## config.mk

```make
export PLATFORM = sky130hd
export DESIGN_NAME = rot_encoder_frontend
export DESIGN_NICKNAME = d
export VERILOG_FILES = /design/src/rtl/rot_encoder_frontend_pkg.sv /design/src/rtl/rot_encoder_frontend_glitch_filter.sv /design/src/rtl/rot_encoder_frontend.sv
export SDC_FILE = /design/constraint.sdc
export NUM_CORES = 1
export LEC_CHECK = 0
export ABC_CLOCK_PERIOD_IN_PS = 2500
export BUFFER_PORTS_ARGS = -buffer_cell sky130_fd_sc_hd__buf_2
export CORE_MARGIN = 2
export CORE_UTILIZATION = 60
export DETAILED_ROUTE_END_ITERATION = 16
export PLACE_DENSITY = 0.78
export SLEW_MARGIN = 20
export SYNTH_ARGS = -nofsm -noshare
export SYNTH_HDL_FRONTEND = slang
export SYNTH_HIERARCHICAL = 1
export SYNTH_SLANG_ARGS = --single-unit
```

## constraint.sdc

```tcl
create_clock -name Clock -period 2.5 [get_ports Clock]
set_input_delay 0.375 -clock Clock [delete_from_list [all_inputs] [get_ports Clock]]
set_output_delay 0.375 -clock Clock [all_outputs]
set_load 0.01 [all_outputs]
```

## src/rtl/rot_encoder_frontend_pkg.sv

```systemverilog
// Shared constants for the rotary encoder front end: decoder states and
// direction bit values.
package rot_encoder_frontend_pkg;

  typedef enum logic [2:0] {
    ST_REST = 3'd0,
    ST_CW1  = 3'd1,
    ST_CW2  = 3'd2,
    ST_CW3  = 3'd3,
    ST_CCW1 = 3'd4,
    ST_CCW2 = 3'd5,
    ST_CCW3 = 3'd6,
    ST_ERR  = 3'd7
  } dec_state_t;

  localparam logic DIR_LEFT  = 1'b1;
  localparam logic DIR_RIGHT = 1'b0;

  localparam int unsigned FILT_CNT_W = 16;

endpackage

```

## src/rtl/rot_encoder_frontend_glitch_filter.sv

```systemverilog
// Glitch filter: the output follows the input only after the input has
// disagreed with it for FILTER_CYCLES consecutive cycles.
module glitch_filter
  import rot_encoder_frontend_pkg::*;
#(
  parameter int unsigned FILTER_CYCLES = 50000
) (
  input  logic Clock,
  input  logic Reset,
  input  logic iIn,
  output logic oOut
);

  localparam logic [FILT_CNT_W-1:0] CNT_LAST = FILT_CNT_W'(FILTER_CYCLES - 1);

  logic [FILT_CNT_W-1:0] cnt_q, cnt_d;
  logic                  out_q, out_d;

  always_comb begin
    cnt_d = '0;
    out_d = out_q;
    if (iIn != out_q) begin
      if (cnt_q == CNT_LAST) begin
        out_d = iIn;
      end else begin
        cnt_d = cnt_q + 1'b1;
      end
    end
  end

  always_ff @(posedge Clock) begin
    if (!Reset) begin
      cnt_q <= '0;
      out_q <= 1'b0;
    end else begin
      cnt_q <= cnt_d;
      out_q <= out_d;
    end
  end

  assign oOut = out_q;

endmodule

```

## src/rtl/rot_encoder_frontend.sv

```systemverilog
// Rotary encoder front end: synchronizes and debounces A/B/push inputs,
// decodes full quadrature detents into turn pulses and a position count.
module rot_encoder_frontend
  import rot_encoder_frontend_pkg::*;
#(
  parameter int unsigned FILTER_CYCLES = 50000
) (
  input  logic       Clock,
  input  logic       Reset,
  input  logic       ROT_A,
  input  logic       ROT_B,
  input  logic       ROT_CENTER,
  output logic [1:0] oKnob,
  output logic [7:0] oPosition,
  output logic       oCenter,
  output logic       oCenterPress
);

  logic [2:0] meta_q, sync_q;
  logic       filt_a, filt_b, filt_c;

  always_ff @(posedge Clock) begin
    if (!Reset) begin
      meta_q <= '0;
      sync_q <= '0;
    end else begin
      meta_q <= {ROT_CENTER, ROT_B, ROT_A};
      sync_q <= meta_q;
    end
  end

  glitch_filter #(.FILTER_CYCLES(FILTER_CYCLES)) u_filt_a (
    .Clock(Clock), .Reset(Reset), .iIn(sync_q[0]), .oOut(filt_a));
  glitch_filter #(.FILTER_CYCLES(FILTER_CYCLES)) u_filt_b (
    .Clock(Clock), .Reset(Reset), .iIn(sync_q[1]), .oOut(filt_b));
  glitch_filter #(.FILTER_CYCLES(FILTER_CYCLES)) u_filt_c (
    .Clock(Clock), .Reset(Reset), .iIn(sync_q[2]), .oOut(filt_c));

  dec_state_t state_q, state_d;
  logic [1:0] ab;
  logic       evt, dir;
  logic [1:0] knob_q, knob_d;
  logic [7:0] pos_q, pos_d;
  logic       cprev_q, press_q;

  assign ab = {filt_a, filt_b};

  // Each state accepts the next gray step, a one-step backtrack, or holds;
  // anything else is an illegal jump.
  always_comb begin
    state_d = state_q;
    evt     = 1'b0;
    dir     = DIR_RIGHT;
    case (state_q)
      ST_REST: case (ab)
        2'b10:   state_d = ST_CW1;
        2'b01:   state_d = ST_CCW1;
        2'b11:   state_d = ST_ERR;
        default: state_d = ST_REST;
      endcase
      ST_CW1: case (ab)
        2'b11:   state_d = ST_CW2;
        2'b00:   state_d = ST_REST;
        2'b01:   state_d = ST_ERR;
        default: state_d = ST_CW1;
      endcase
      ST_CW2: case (ab)
        2'b01:   state_d = ST_CW3;
        2'b10:   state_d = ST_CW1;
        2'b00:   state_d = ST_ERR;
        default: state_d = ST_CW2;
      endcase
      ST_CW3: case (ab)
        2'b00: begin
          state_d = ST_REST;
          evt     = 1'b1;
          dir     = DIR_RIGHT;
        end
        2'b11:   state_d = ST_CW2;
        2'b10:   state_d = ST_ERR;
        default: state_d = ST_CW3;
      endcase
      ST_CCW1: case (ab)
        2'b11:   state_d = ST_CCW2;
        2'b00:   state_d = ST_REST;
        2'b10:   state_d = ST_ERR;
        default: state_d = ST_CCW1;
      endcase
      ST_CCW2: case (ab)
        2'b10:   state_d = ST_CCW3;
        2'b01:   state_d = ST_CCW1;
        2'b00:   state_d = ST_ERR;
        default: state_d = ST_CCW2;
      endcase
      ST_CCW3: case (ab)
        2'b00: begin
          state_d = ST_REST;
          evt     = 1'b1;
          dir     = DIR_LEFT;
        end
        2'b11:   state_d = ST_CCW2;
        2'b01:   state_d = ST_ERR;
        default: state_d = ST_CCW3;
      endcase
      default: state_d = (ab == 2'b00) ? ST_REST : ST_ERR;
    endcase
  end

  always_comb begin
    knob_d = 2'b00;
    pos_d  = pos_q;
    if (evt) begin
      knob_d = {1'b1, dir};
      pos_d  = (dir == DIR_LEFT) ? pos_q - 8'd1 : pos_q + 8'd1;
    end
  end

  always_ff @(posedge Clock) begin
    if (!Reset) begin
      state_q <= ST_REST;
      knob_q  <= 2'b00;
      pos_q   <= 8'd0;
      cprev_q <= 1'b0;
      press_q <= 1'b0;
    end else begin
      state_q <= state_d;
      knob_q  <= knob_d;
      pos_q   <= pos_d;
      cprev_q <= filt_c;
      press_q <= filt_c & ~cprev_q;
    end
  end

  assign oKnob        = knob_q;
  assign oPosition    = pos_q;
  assign oCenter      = filt_c;
  assign oCenterPress = press_q;

endmodule
```

[Word-level counts from Yosys, hierarchy flattened]
Index checks and enable logic that the tools add are counted.
Storage, ports and cells
  bits of input ports: 5
  register bits: 72
Operators by class
  $add $sub $neg: 5
  bitwise gates (word level): 6
  reductions and logical operators: 10
  equal/unequal tests: 15
  mux-type cells: 14
Operators by type and width (count)
  case mux 3 bit (3 select lines): 6
  adder 16 x 1 -> 16 bit (second input constant): 3
  equality test 16 bit (second input constant): 3
  case mux 3 bit (7 select lines): 1
  equality test 3 bit (second input constant): 3
  OR reduction 3 bit: 3
  adder 8 x 1 -> 8 bit (second input constant): 1
  two-way mux 8 bit: 1
  AND reduction 2 bit: 4
  subtractor 8 x 1 -> 8 bit (second input constant): 1
  equality test 3 x 2 -> 1 bit (second input constant): 2
  case mux 2 bit (3 select lines): 1
  inverter 1 bit: 5
  equality test 2 bit (second input constant): 2
  equality test 3 x 1 -> 1 bit (second input constant): 1
  zero test 3 bit: 1
  two-way mux 1 bit: 3
  two-way mux 3 bit: 1
  inequality test 1 bit: 3
  equality test 2 x 1 -> 1 bit (second input constant): 1
  zero test 2 bit: 1
  two-way mux 2 bit: 1
  OR reduction 2 bit: 1
  AND 1 bit: 1

[Logic depth before layout (Yosys ltp)]
  depth in word-level cells: 4
  depth in mapped cells: 10
  mapped depth without buffers: 9

[By module]
The synthesis kept the hierarchy.
By module, submodules not included
  glitch_filter: seq. area each 340.3 µm², cells each 83, area an instance 750.7 µm², instances 3
  rot_encoder_frontend: seq. area each 420.4 µm², cells each 136, area an instance 1186.1 µm², instances 1

[Worst setup path before layout]
OpenSTA, ideal clock, no wires.
  kind: register -> register
  from: register u_filt_a.out_q, in the netlist u_filt_a/oOut
  to: register pos_q[4], in the netlist oPosition[4]
  arrival time: 2.015 ns
  cell stages (with the launch flop): 11
  data required time: 2.430 ns
  library setup time: 0.070 ns
  period minus slack after synthesis: 2.085 ns
  setup slack: 0.415 ns
  cells stage by stage: dfxtp_1 > inv_1 > ha_1 > buf_4 > nand4b_4 > xnor2_1 > ha_1 > and3_1 > mux2i_1 > or3_1 > a21oi_1
On the way
  cells in the longest elaborated chain, start to end: 4
  elaborated cells between the ends (all ways): 5
  those cells by class: 4 x mux; 1 x reduce/logical
Ends and longest elaborated chain
  from (decl): line rot_encoder_frontend_glitch_filter.sv:17  | logic out_q, out_d;
  from (signal assigned): line rot_encoder_frontend_glitch_filter.sv:37  | out_q <= out_d;
  zero test 2 bit (*): line rot_encoder_frontend.sv:73, rot_encoder_frontend.sv:95
  two-way mux 1 bit (*): line rot_encoder_frontend.sv:73, rot_encoder_frontend.sv:95
  two-way mux 1 bit
  two-way mux 8 bit: line rot_encoder_frontend.sv:114  | pos_d = (dir == DIR_LEFT) ? pos_q - 8'd1 : pos_q + 8'd1;
  to (signal assigned): line rot_encoder_frontend.sv:128  | pos_q <= pos_d;
  to (decl): line rot_encoder_frontend.sv:43  | logic [7:0] pos_q, pos_d;
Mark *: on every way between the ends. The rest lies on a longest branch, timed or not.
A chain may end at the register's enable or synchronous reset.

[Worst setup path after layout]
Same ends and word-level chain as after synthesis.

==> flow_metrics.env <==
export IMPL_status="completed"
export IMPL_grt_use_total_pct=21.2
export IMPL_crit_path_end_kind="flip-flop"
export IMPL_antenna_found_initial=0
export IMPL_hold_path_end="meta_q[1]"
export IMPL_synth_compound_gate_area_share_pct=5.06
export IMPL_fmax_mhz=442
export IMPL_reg2regPathDepth=9
export IMPL_yosys_area_share_simple_pct=31.5
export IMPL_pin_count=17
export IMPL_fin_setup_tns_ps=0
export IMPL_via_per_inst=5.62
export IMPL_ir_drop_mv=0.393
export IMPL_timing_final_crit_share_pct=90.5
export IMPL_met1_usage_pct=27.0
export IMPL_die_area_um2=6350
export IMPL_muxShareOfSynthArea_pct=3.20
export IMPL_grtUsageMet3_pct=4.30
export IMPL_final_antenna_net_count=0
export IMPL_ys_seq_elements=72
export IMPL_cp_start_kind="flip-flop"
export IMPL_synthAdderAreaFrac_pct=4.37
export IMPL_place_hpwl_mm=4.27
export IMPL_placed_area_um2=3580
export IMPL_skew_ps=6.35
export IMPL_cts_sinks=72
export IMPL_finalNetCount=422
export IMPL_worstSetupPathType="reg2reg"
export IMPL_n_antenna_cell=0
export IMPL_grt_max_degree=17
export IMPL_overflow=0
export IMPL_synth_top_family_by_area="simple AND/OR/NAND/NOR gates"
export IMPL_arrival_ps=2520
export IMPL_portBuffers=16
export IMPL_cellPowerDensity_nw_per_um2=529
export IMPL_cts_max_level=3
export IMPL_cts_max_path_buffers=2
export IMPL_setup_viol=0
export IMPL_grt_pass1_vias=2485
export IMPL_routed_wl_mm=6.19
export IMPL_rsz0062_at_grt="no"
export IMPL_synth_cells=385
export IMPL_r2r_slack_ps=240
export IMPL_hold_viol=0
export IMPL_grt_util_met2_pct=34.5
export IMPL_synth_xor_area_share_pct=11.5
export IMPL_core_um2=5510
export IMPL_clock_latency_ps=330
export IMPL_maxCapViolCount=0
export IMPL_detail_route_iter0_violations=92
export IMPL_worstMarginPinSlew_ps=615
export IMPL_final_max_slew_violation_count=0
export IMPL_path_max_fanout=9
export IMPL_min_period_ps=2260
export IMPL_synth_nets=402
export IMPL_dr_pass1_iters=4
export IMPL_final_cell_mix="72 x dfxtp_1, 60 x nor2_1, 28 x xnor2_1, 25 x nand3_1, 21 x nand2_1"
export IMPL_ys_types=40
export IMPL_final_area_um2=3770
export IMPL_r2r_start="u_filt_a/oOut"
export IMPL_cts_hold_fix_buffers=0
export IMPL_hold_path_cell_count=2
export IMPL_clk_pin_slew_worst_paths_ps=70
export IMPL_relSlewSlack_pct=58.9
export IMPL_seq_area_frac_synth_pct=41.9
export IMPL_busiest_layer="met2"
export IMPL_start_util_pct=62.4
export IMPL_cts_made_buffers=9
export IMPL_avgSynthCellArea_um2=8.93
export IMPL_mappedNetlistArea_um2=3440
export IMPL_drt_drc_violations_left=0
export IMPL_hp_start="ROT_B"
export IMPL_grt_pass1_wl_mm=10.7
export IMPL_rows=27
export IMPL_synth_warnings=6
export IMPL_tritoncts="done"
export IMPL_die_w_um=79.7
export IMPL_cts_root_buf="clkbuf_8"
export IMPL_drive_gt1_share_pct=10.0
export IMPL_layout_commonest_cell="dfxtp_1"
export IMPL_worst_ep_required_time_ps=2760
export IMPL_power_leakage_nw=1.27
export IMPL_areaGrowthSynthToFinish_pct=9.57
export IMPL_dieHeight_um=79.7
export IMPL_vias=2705
export IMPL_route_detailed_wl_per_inst_um=12.9
export IMPL_routabilityCongestion=0.868
export IMPL_worstReg2RegEnd="oPosition[4]"
export IMPL_hold_path_class="in2reg"
[layout make-up]
class	count	area, um^2
multi-input cells	293	1920
well taps	72	90.1
flip-flops and latches	72	1440
repair buffers	19	103
clock inverters	3	17.5
clock buffers	12	155
inverters	10	37.5
fillers	464	1740
[state kept, by name, summed over array words and instances (netlist names)]
name / cells
oCenterPress: 1
meta_q: 3
u_filt_a/cnt_q: 16
sync_q: 3
oKnob: 2
u_filt_b/oOut: 1
oPosition: 8
state_q: 3
u_filt_a/oOut: 1
u_filt_c/cnt_q: 16
u_filt_b/cnt_q: 16
cprev_q: 1
u_filt_c/oOut: 1
[logic make-up after synthesis]
logic type | Yosys count
compound gates | 28
xor+xnor | 45
fa+ha+maj | 12
buf+inv | 20
flops | 72
mux | 11
simple gates | 197
[stage by stage]
stage | power, mW | hold slack [ps] | cells | worst slack, ps | util [%]
2_1_floorplan | 1.20 | 367 | 385 | 415 | -
3_3_place_gp | 1.21 | 371 | 466 | 277 | 65.1
3_5_place_dp | 1.21 | 379 | 466 | 177 | 65.1
4_1_cts | 2.02 | 225 | 481 | 155 | 68.2
5_1_grt | 2.06 | 252 | 481 | 21.2 | 68.4
6_report | 1.99 | 245 | 481 | 238 | 68.4
[worst max-delay path: stages (launching register included)]
cell	delay [ps]
dfxtp_1	390
inv_1	220
ha_4	230
nand4b_4	170
xnor2_1	170
ha_1	250
nor4_1	190
mux2i_1	120
or3_1	320
a21oi_1	130
[power breakdown]
part,switching [mW],internal [mW]
combinational,0.0169,0.00921
clock,0.403,0.406
sequential,0.00392,1.15
total,0.424,1.57
[per-layer routing]
layer	part of all wire (%)	wire, um
met4	1.5	90
met1	49	3040
met2	46	2860
met5	0	0
met3	3.2	199
[synthesized netlist by cell type, drive strengths merged]
cell	number	area share [%]
dfxtp	72	42
nor2	60	6.6
xnor2	28	7.1
nand3	25	3.6
nand2	24	2.8
xor2	17	4.3
nor3	14	2.0
nand4	13	2.9
ha	12	4.4
a21oi	11	1.6
mux2i	11	3.2
inv	10	1.1
and2	8	1.5
nor4	8	1.5
nor4bb	7	2.0
nand2b	6	1.1
or3	6	1.1
buf	5	0.87
clkbuf	5	0.55
nor2b	5	0.91
o21ai	5	0.73
and4	4	1.0
nand4b	4	1.5
nor4b	4	1.0
o31ai	4	0.87
or4	4	0.87
a211oi	2	0.44
a31oi	2	0.36
and3	2	0.36
a2111o	1	0.33
a211o	1	0.25
a21boi	1	0.22
and4b	1	0.29
nand3b	1	0.22
nor3b	1	0.22
o31a	1	0.25
[repair_timing]
item	CTS	global route
setup buffers	0	0
setup endpoints to repair	0	2
gates resized for setup	0	2
[how the worst max path moves through the flow]
stage / from / end / slack, ps / cells after the start
floorplan: u_filt_a/oOut / oPosition[4] / 410 / 10
global placement: u_filt_a/oOut / oPosition[2] / 280 / 8
detailed placement: u_filt_a/oOut / oPosition[4] / 180 / 9
CTS: u_filt_a/oOut / oPosition[4] / 160 / 9
global route: u_filt_a/oOut / oPosition[4] / 20 / 9
finish: u_filt_a/oOut / oPosition[4] / 240 / 9
(Power assumes the default switching activity.)
